**src/rtl/add_unit_arbiter.sv**
```systemverilog
// add_unit_arbiter: two-port round-robin arbiter and sequencer for the shared
// 16-bit add/subtract unit. One requester is granted at a time; its operands
// are latched, the adder is enabled until it reports ready (after a minimum
// settle time), and the result/carry are returned with a one-cycle done pulse.
//
// Optional feature macro: ADD_ARB_TIMEOUT_EN
//   defined   - WAIT gives up after TIMEOUT cycles and completes with err=1,
//               result=0, cout=0 (a real completion in the same cycle wins).
//   undefined - WAIT never times out, err is tied to 0, TIMEOUT is unused.
//
// state | meaning
// ------+-------------------------------------------------------------
// IDLE  | no operation; arbitrate between req0/req1
// ISSUE | operands latched, adder enabled for first cycle, wait_cnt cleared
// WAIT  | adder enabled; wait for add_ready after the minimum settle time
// DONE  | done pulse to the granted requester; grant released afterwards

module add_unit_arbiter #(
    parameter int MIN_WAIT = 2,
    parameter int TIMEOUT  = 15
) (
    input  logic        clk,
    input  logic        rst,
    input  logic        req0,
    input  logic        req1,
    input  logic        sub0,
    input  logic        sub1,
    input  logic [15:0] a0,
    input  logic [15:0] b0,
    input  logic [15:0] a1,
    input  logic [15:0] b1,
    output logic        gnt0,
    output logic        gnt1,
    output logic        done0,
    output logic        done1,
    output logic [15:0] result,
    output logic        cout,
    output logic        err,
    output logic        add_en,
    output logic [15:0] add_a,
    output logic [15:0] add_b,
    output logic        add_sub,
    input  logic [15:0] add_result,
    input  logic        add_cout,
    input  logic        add_ready
);

    typedef enum logic [1:0] {
        S_IDLE  = 2'd0,
        S_ISSUE = 2'd1,
        S_WAIT  = 2'd2,
        S_DONE  = 2'd3
    } state_t;

    // A stale ready from the previous operation is ignored until wait_cnt
    // has reached MIN_WAIT-1.
    localparam logic [7:0] MIN_WAIT_M1 = 8'(MIN_WAIT - 1);

    // Out-of-range parameters are rejected at elaboration.
    if (MIN_WAIT < 1 || MIN_WAIT > 255) begin : g_bad_min_wait
        $error("add_unit_arbiter: MIN_WAIT must be in 1..255");
    end
    if (TIMEOUT < MIN_WAIT || TIMEOUT > 255) begin : g_bad_timeout
        $error("add_unit_arbiter: TIMEOUT must be in MIN_WAIT..255");
    end

    state_t      state_q;
    state_t      state_d;

    logic        last_gnt_q;
    logic        gnt0_q;
    logic        gnt1_q;
    logic [15:0] op_a_q;
    logic [15:0] op_b_q;
    logic        op_sub_q;
    logic [7:0]  wait_cnt_q;
    logic [15:0] result_q;
    logic        cout_q;

    logic        pick0;
    logic        pick1;
    logic        complete;
    logic        timed_out;
    logic        load0;
    logic        load1;
    logic        clr_wait;
    logic        inc_wait;
    logic        capture;
    logic        capture_to;
    logic        release_gnt;

    // State register.
    always_ff @(posedge clk) begin
        if (rst) begin
            state_q <= S_IDLE;
        end else begin
            state_q <= state_d;
        end
    end

    // Arbitration, next-state decode and per-cycle datapath controls.
    always_comb begin
        state_d     = state_q;
        load0       = 1'b0;
        load1       = 1'b0;
        clr_wait    = 1'b0;
        inc_wait    = 1'b0;
        capture     = 1'b0;
        capture_to  = 1'b0;
        release_gnt = 1'b0;

        // On a tie the requester that was not granted last time wins.
        pick0 = req0 && (!req1 || last_gnt_q);
        pick1 = req1 && (!req0 || !last_gnt_q);

        complete = (state_q == S_WAIT) && add_ready && (wait_cnt_q >= MIN_WAIT_M1);
`ifdef ADD_ARB_TIMEOUT_EN
        timed_out = (state_q == S_WAIT) && !complete
                    && (wait_cnt_q == 8'(TIMEOUT - 1));
`else
        timed_out = 1'b0;
`endif

        case (state_q)
            S_IDLE: begin
                if (pick0) begin
                    load0   = 1'b1;
                    state_d = S_ISSUE;
                end else if (pick1) begin
                    load1   = 1'b1;
                    state_d = S_ISSUE;
                end
            end
            S_ISSUE: begin
                clr_wait = 1'b1;
                state_d  = S_WAIT;
            end
            S_WAIT: begin
                inc_wait = 1'b1;
                if (complete) begin
                    capture = 1'b1;
                    state_d = S_DONE;
                end else if (timed_out) begin
                    capture_to = 1'b1;
                    state_d    = S_DONE;
                end
            end
            S_DONE: begin
                release_gnt = 1'b1;
                state_d     = S_IDLE;
            end
            default: begin
                state_d = S_IDLE;
            end
        endcase
    end

    // Grant, operand latch, settle counter and result capture registers.
    always_ff @(posedge clk) begin
        if (rst) begin
            last_gnt_q <= 1'b1;
            gnt0_q     <= 1'b0;
            gnt1_q     <= 1'b0;
            op_a_q     <= '0;
            op_b_q     <= '0;
            op_sub_q   <= 1'b0;
            wait_cnt_q <= '0;
            result_q   <= '0;
            cout_q     <= 1'b0;
        end else begin
            if (load0 || load1) begin
                op_a_q     <= load1 ? a1 : a0;
                op_b_q     <= load1 ? b1 : b0;
                op_sub_q   <= load1 ? sub1 : sub0;
                gnt0_q     <= load0;
                gnt1_q     <= load1;
                last_gnt_q <= load1;
            end else if (release_gnt) begin
                gnt0_q <= 1'b0;
                gnt1_q <= 1'b0;
            end

            if (clr_wait) begin
                wait_cnt_q <= '0;
            end else if (inc_wait && (wait_cnt_q != 8'hFF)) begin
                wait_cnt_q <= wait_cnt_q + 8'd1;
            end

            if (capture) begin
                result_q <= add_result;
                cout_q   <= add_cout;
            end else if (capture_to) begin
                result_q <= '0;
                cout_q   <= 1'b0;
            end
        end
    end

`ifdef ADD_ARB_TIMEOUT_EN
    logic err_q;

    // Error flag: set by a timeout completion, cleared by a normal one.
    always_ff @(posedge clk) begin
        if (rst) begin
            err_q <= 1'b0;
        end else if (capture) begin
            err_q <= 1'b0;
        end else if (capture_to) begin
            err_q <= 1'b1;
        end
    end

    assign err = err_q;
`else
    assign err = 1'b0;
`endif

    // Output decode: adder bus is only driven while an operation is in flight.
    always_comb begin
        add_en  = (state_q == S_ISSUE) || (state_q == S_WAIT);
        add_a   = add_en ? op_a_q : 16'h0000;
        add_b   = add_en ? op_b_q : 16'h0000;
        add_sub = add_en ? op_sub_q : 1'b0;
        done0   = (state_q == S_DONE) && gnt0_q;
        done1   = (state_q == S_DONE) && gnt1_q;
        gnt0    = gnt0_q;
        gnt1    = gnt1_q;
        result  = result_q;
        cout    = cout_q;
    end

endmodule

```
**config.mk**
```make
export PLATFORM = sky130hd
export DESIGN_NAME = add_unit_arbiter
export DESIGN_NICKNAME = d
export VERILOG_FILES = /design/src/rtl/add_unit_arbiter.sv
export SDC_FILE = /design/constraint.sdc
export NUM_CORES = 1
export LEC_CHECK = 0
export BUFFER_PORTS_ARGS = -buffer_cell sky130_fd_sc_hd__buf_2
export CAP_MARGIN = 25
export CORE_ASPECT_RATIO = 0.7
export CORE_MARGIN = 5
export CORE_UTILIZATION = 30
export DETAILED_ROUTE_END_ITERATION = 10
export GPL_TIMING_DRIVEN = 0
export SLEW_MARGIN = 20
export SYNTH_ARGS = -nofsm -noshare
export SYNTH_HDL_FRONTEND = slang
export SYNTH_SLANG_ARGS = --single-unit
```
**constraint.sdc**
```tcl
create_clock -name clk -period 2.5 [get_ports clk]
set_input_delay 0.375 -clock clk [delete_from_list [all_inputs] [get_ports clk]]
set_output_delay 0.375 -clock clk [all_outputs]
set_load 0.1 [all_outputs]
```
* Yosys cells after proc, flatten, opt, wreduce, memory -nomap -nowiden
Cells that the tools add are included.
W data, S select, Z words.
** Cells by class
- Add/subtract/negate cells :: 1
- Magnitude comparators :: 1
- Equal/unequal tests :: 6
- Muxes and demuxes :: 23
- Reduce and logical (&&, ||, !) cells :: 18
** Operators by type and width (count)
- $mux W16 :: 4
- $mux W1 :: 15
- $add A8 B1 Y8 const B :: 1
- $ge A8 B1 Y1 const B :: 1
- $ne A8 B8 Y1 const B :: 1
- $pmux W2 S4 :: 1
- $logic_and A1 B1 Y1 :: 7
- $mux W2 :: 3
- $eq A2 B2 Y1 const B :: 2
- $logic_or A1 B1 Y1 :: 4
- $logic_not A1 Y1 :: 3
- $ne A3 B3 Y1 const B :: 1
- $eq A2 B1 Y1 const B :: 1
- $logic_not A2 Y1 :: 1
- $ne A2 B2 Y1 const B :: 1
- $reduce_and A2 Y1 :: 1
- $reduce_bool A2 Y1 :: 1
- $reduce_or A2 Y1 :: 1
** Word-level totals
- Bits in registers :: 63
- Input bits :: 88
- Output and inout port bits :: 56
- Word-level logic and storage cells :: 59

* Logic depth before layout (Yosys ltp)
- Depth after elaboration :: 8
- Depth in mapped cells :: 8
- Gate-level depth less buffers :: 6

* Least setup slack after synthesis
Ideal clock, no wire load.
- Path type :: register to output
- From :: register state_q[0]
- To :: output add_a[0]
- Arrival :: 2403 ps
- Required time :: 2125 ps
- Slack :: -278 ps
- Cell stages (with the launch flop) :: 5
- Buffers on the path :: 1
- Cell sequence :: dfxtp_1 > inv_1 > ha_1 > clkbuf_1 > and2_1
** On the way
- Word-level cells in the longest chain between the ends :: 3
- Elaborated cells between the ends (all ways) :: 4
- Those cells by class :: 2 x eq/ne; 1 x mux; 1 x reduce/logical
** RTL lines
- from (decl) :: line 67 : state_t state_q;
- from (signal assigned) :: line 97 : state_q <= state_d;
- $eq A2 B1 Y1 / $eq A2 B2 Y1 (equally long branches) :: line 220 : add_en = (state_q == S_ISSUE) || (state_q == S_WAIT);
- $logic_or A1 B1 Y1 (*) :: line 220
- named net add_en :: line 39 : output logic add_en,
- $mux W16 (*) :: line 221 : add_a = add_en ? op_a_q : 16'h0000;
- to (decl) :: line 40 : output logic [15:0] add_a,
Mark *: on every way through the listed nets, which the timed path passes. The rest lies on a longest branch.

* Worst setup path after layout
- From :: register state_q[1]
- To :: output add_a[4]
** On the way
- Word-level cells in the longest chain between the ends :: 3
- Elaborated cells between the ends (all ways) :: 4
- Those cells by class :: 2 x eq/ne; 1 x mux; 1 x reduce/logical
** RTL lines (line)
- $eq A2 B1 Y1 / $eq A2 B2 Y1 (equally long branches) :: 220
- $logic_or A1 B1 Y1 (*) :: 220
- $mux W16 (*) :: 221
Every way passes the cells marked *; elsewhere a longest branch is shown, timed or not.

==> run summary <==
Status: completed
Fill cell count: 973
Initial Util: 0.3084
Layout Cells excl Fill: 608
Startpoint type of the worst setup path: flop
Drt wl/cell: 13.89 um
Met1 Track Usage GR: 0.1819
Worst-path clk slew: 0.06 ns
PnR worst setup slack: 0.1226 ns
Placed insts: 592
TritonCTS Buffers: 9
Syn_area_per_cell: 9.310 um^2
CTS tree: yes
Final Skew: 0.008182 ns
Synth warn: 0
Tmin final: 2.377 ns
Buf/Inv on CP: 3
Most crowded layer after global routing: met2
WP data required: 2.12 ns
CTS HTree Levels: 3
CP arrival: 2.00 ns
Sequential element share of the synthesized area: 0.4207
Chip Height: 93.64 um
Total GRT Usage: 0.1395
Syn nets: 418
TritonCTS sink count: 63
Max-cap violation count: 0
RSZ-0062 raised after global routing: no
Gpl congestion: 0.7163
Yosys cell types: 36
Setup CP Type: flop to primary output
Initial antenna violation count: 0
Cts hold-fix bufs: 0
Iter 0 DRT Violations: 126
Cell class contributing the biggest share of worst-path delay: buffers and inverters
Post-place instance area: 0.003910 mm^2
Post-synth EDFFs: 0
Standard-cell rows: 30
Max stage delay on crit path: 0.44 ns
FF-to-FF setup slack: 0.42 ns
IR Drop Worst-Case VDD: 0.5429 mV
Layout Nets: 571
Worst r2r src: state_q[0]$_SDFFE_PP0P_
Worst Hold End: result[1]$_SDFFE_PP0P_
Most common cell in the synthesized netlist: dfxtp_1
Critical path depth in cells: 5
Worst Reg2Reg Path Length in Cells: 8
Hold depth: 3
Worst hold margin: 0.2817 ns
Hpwl dp: 6604 um
Fin area: 0.004324 mm^2
CTS Root Cell: clkbuf_16
Pre-CTS setup slack: 0.1071 ns
Post-synth top cells: 63 x dfxtp_1, 62 x nor2_1, 52 x mux2i_1, 35 x and2_1, 34 x a211oi_1
Worst hold path type: input port to flop
N_diodes: 0
Via density: 4.574
Yosys reg bits: 63
Max Freq: 0.4206 GHz
Pre-antenna DRT Iters: 6
Worst slew pin tran: 0.5446 ns
Clk buf depth: 2
Area grow syn2layout: 44.24%
Vias after detailed routing: 2781
Total Wirelength: 8448 um
CP cell instances: inv_1 -> ha_2 -> clkbuf_2 -> and2_2 -> buf_4
Slew headroom: 0.6369
# DRC: 0
Synth top area cells: dfxtp_1 42%, mux2i_1 17%, a211oi_1 8.5%
CP Max Fanout: 10
Port Buf Inserts: 142
Overflow after GRT: 0
Ys flop type: dfxtp_1
Critical path's slowest cell: ha_2
Area of the mapped netlist: 0.002998 mm^2
Leading area contributor after synthesis: dfxtp_1
Critical Path End Type: primary output
Post-DRT Antenna Nets: 0
Pwr/cell area: 1338 mW/mm^2
Vias in the first global route: 2818
First-pass GRT wire length: 13440 um
Reg-to-Reg End: op_a_q[0]$_SDFFE_PP0P_
Share of layout cells above drive strength 1: 0.4292
Final Max Tran Viols: 0
Met3 Use GR: 0.05080
Leakage: 0.002162 uW
Async set-reset flop share out of synthesis: 0
Sum Neg Setup Slack: 0 ns
Final setup fails: 0
Cell count after synthesis: 322
Post-CTS setup buffer count: 0
Fin. Hold Viols: 0
Chip width: 129.5 um
Final worst path period share: 0.9510
Post-synth top area share: 0.4207
I/O pin total: 144
Worst-Skew Late Latency: 0.33 ns
M2 GR Usage: 0.2172
Die area: 0.01212 mm^2
Min-delay src: add_result[1]
Largest net degree at the start of global routing: 12
Core ar.: 0.009722 mm^2
## per-stage QoR
stage	total power, uW	util
finish	5785	0.4448
CTS	5845	0.4445
detailed placement	4357	0.4022
global route	6102	0.4448
global placement	4321	0.4022
floorplan	3787	-
## registers in the layout (all words and copies together), names as in the netlist
name,flops
op_a_q,16
op_b_q,16
result,16
wait_cnt_q,8
state_q,2
cout,1
gnt0,1
gnt1,1
last_gnt_q,1
op_sub_q,1
## cells by family after synthesis
family / after synthesis / share of synthesized area
fa+ha+maj: 8 / 0.03339
simple gates: 116 / 0.1899
xor+xnor: 5 / 0.01461
compound gates: 48 / 0.1189
buf+inv: 29 / 0.04758
mux: 52 / 0.1736
flops: 63 / 0.4207
other cells: 1 / 0.001251
## placed cells by master, fill, tap and decap left out, types with 3 or more instances in the layout
master,count
mux2i_1,52
buf_2,117
clkbuf_1,11
clkbuf_2,3
dfxtp_1,63
xor2_1,4
o21ai_0,3
a211oi_1,34
nand2_1,5
clkbuf_16,9
inv_1,5
and2_2,33
ha_1,7
nor2_1,62
buf_4,31
## worst register-to-register path: stages (launching register included)
cell and delay, ns:
dfxtp_1 0.38, inv_1 0.11, ha_1 0.27, nand2_1 0.11, a21o_1 0.09, buf_2 0.23
buf_2 0.35, mux2i_1 0.31, a211oi_1 0.10
## worst max-delay path by stage
| stage | from | end | slack, ns |
|---|---|---|---|
| global route | state_q[0]$_SDFFE_PP0P_ | add_a[3] | 0.007 |
| global placement | state_q[0]$_SDFFE_PP0P_ | add_a[2] | 0.11 |
| detailed placement | state_q[0]$_SDFFE_PP0P_ | add_a[6] | 0.11 |
| finish | state_q[1]$_SDFFE_PP0P_ | add_a[4] | 0.12 |
| CTS | state_q[0]$_SDFFE_PP0P_ | add_a[4] | 0.04 |
| floorplan | state_q[0]$_SDFFE_PP0P_ | add_a[0] | 0.004 |
## power breakdown
group          internal (uW)  switching [uW]
registers               1250             119
clock network            924             434
logic                    780            2270
## routing by layer
layer / part of all wire / vias to the layer above / wire length (um)
li1: - / 1414 / -
met4: 0.011 / 0 / 92
met3: 0.089 / 11 / 752
met1: 0.47 / 1259 / 3938
met5: 0 / - / 0
met2: 0.43 / 97 / 3665
## cell type report
type                    count  area, um^2  area share
well taps                 128       160.2     0.03704
clock inverters             5       80.08     0.01852
clock buffers              11       252.7     0.05845
flip-flops and latches     63        1261      0.2917
multi-input cells         230        1638      0.3788
plain buffers              24       127.6     0.02951
repair buffers            142       785.8      0.1817
inverters                   5       18.77    0.004340
## timing repair
item | CTS | global route
gates cloned | 0 | 0
setup endpoints to repair | 30 | 30
endpoints found under the hold margin | 0 | 0
resized for setup | 33 | 1
Note: power is estimated with default switching activity, not from simulation.
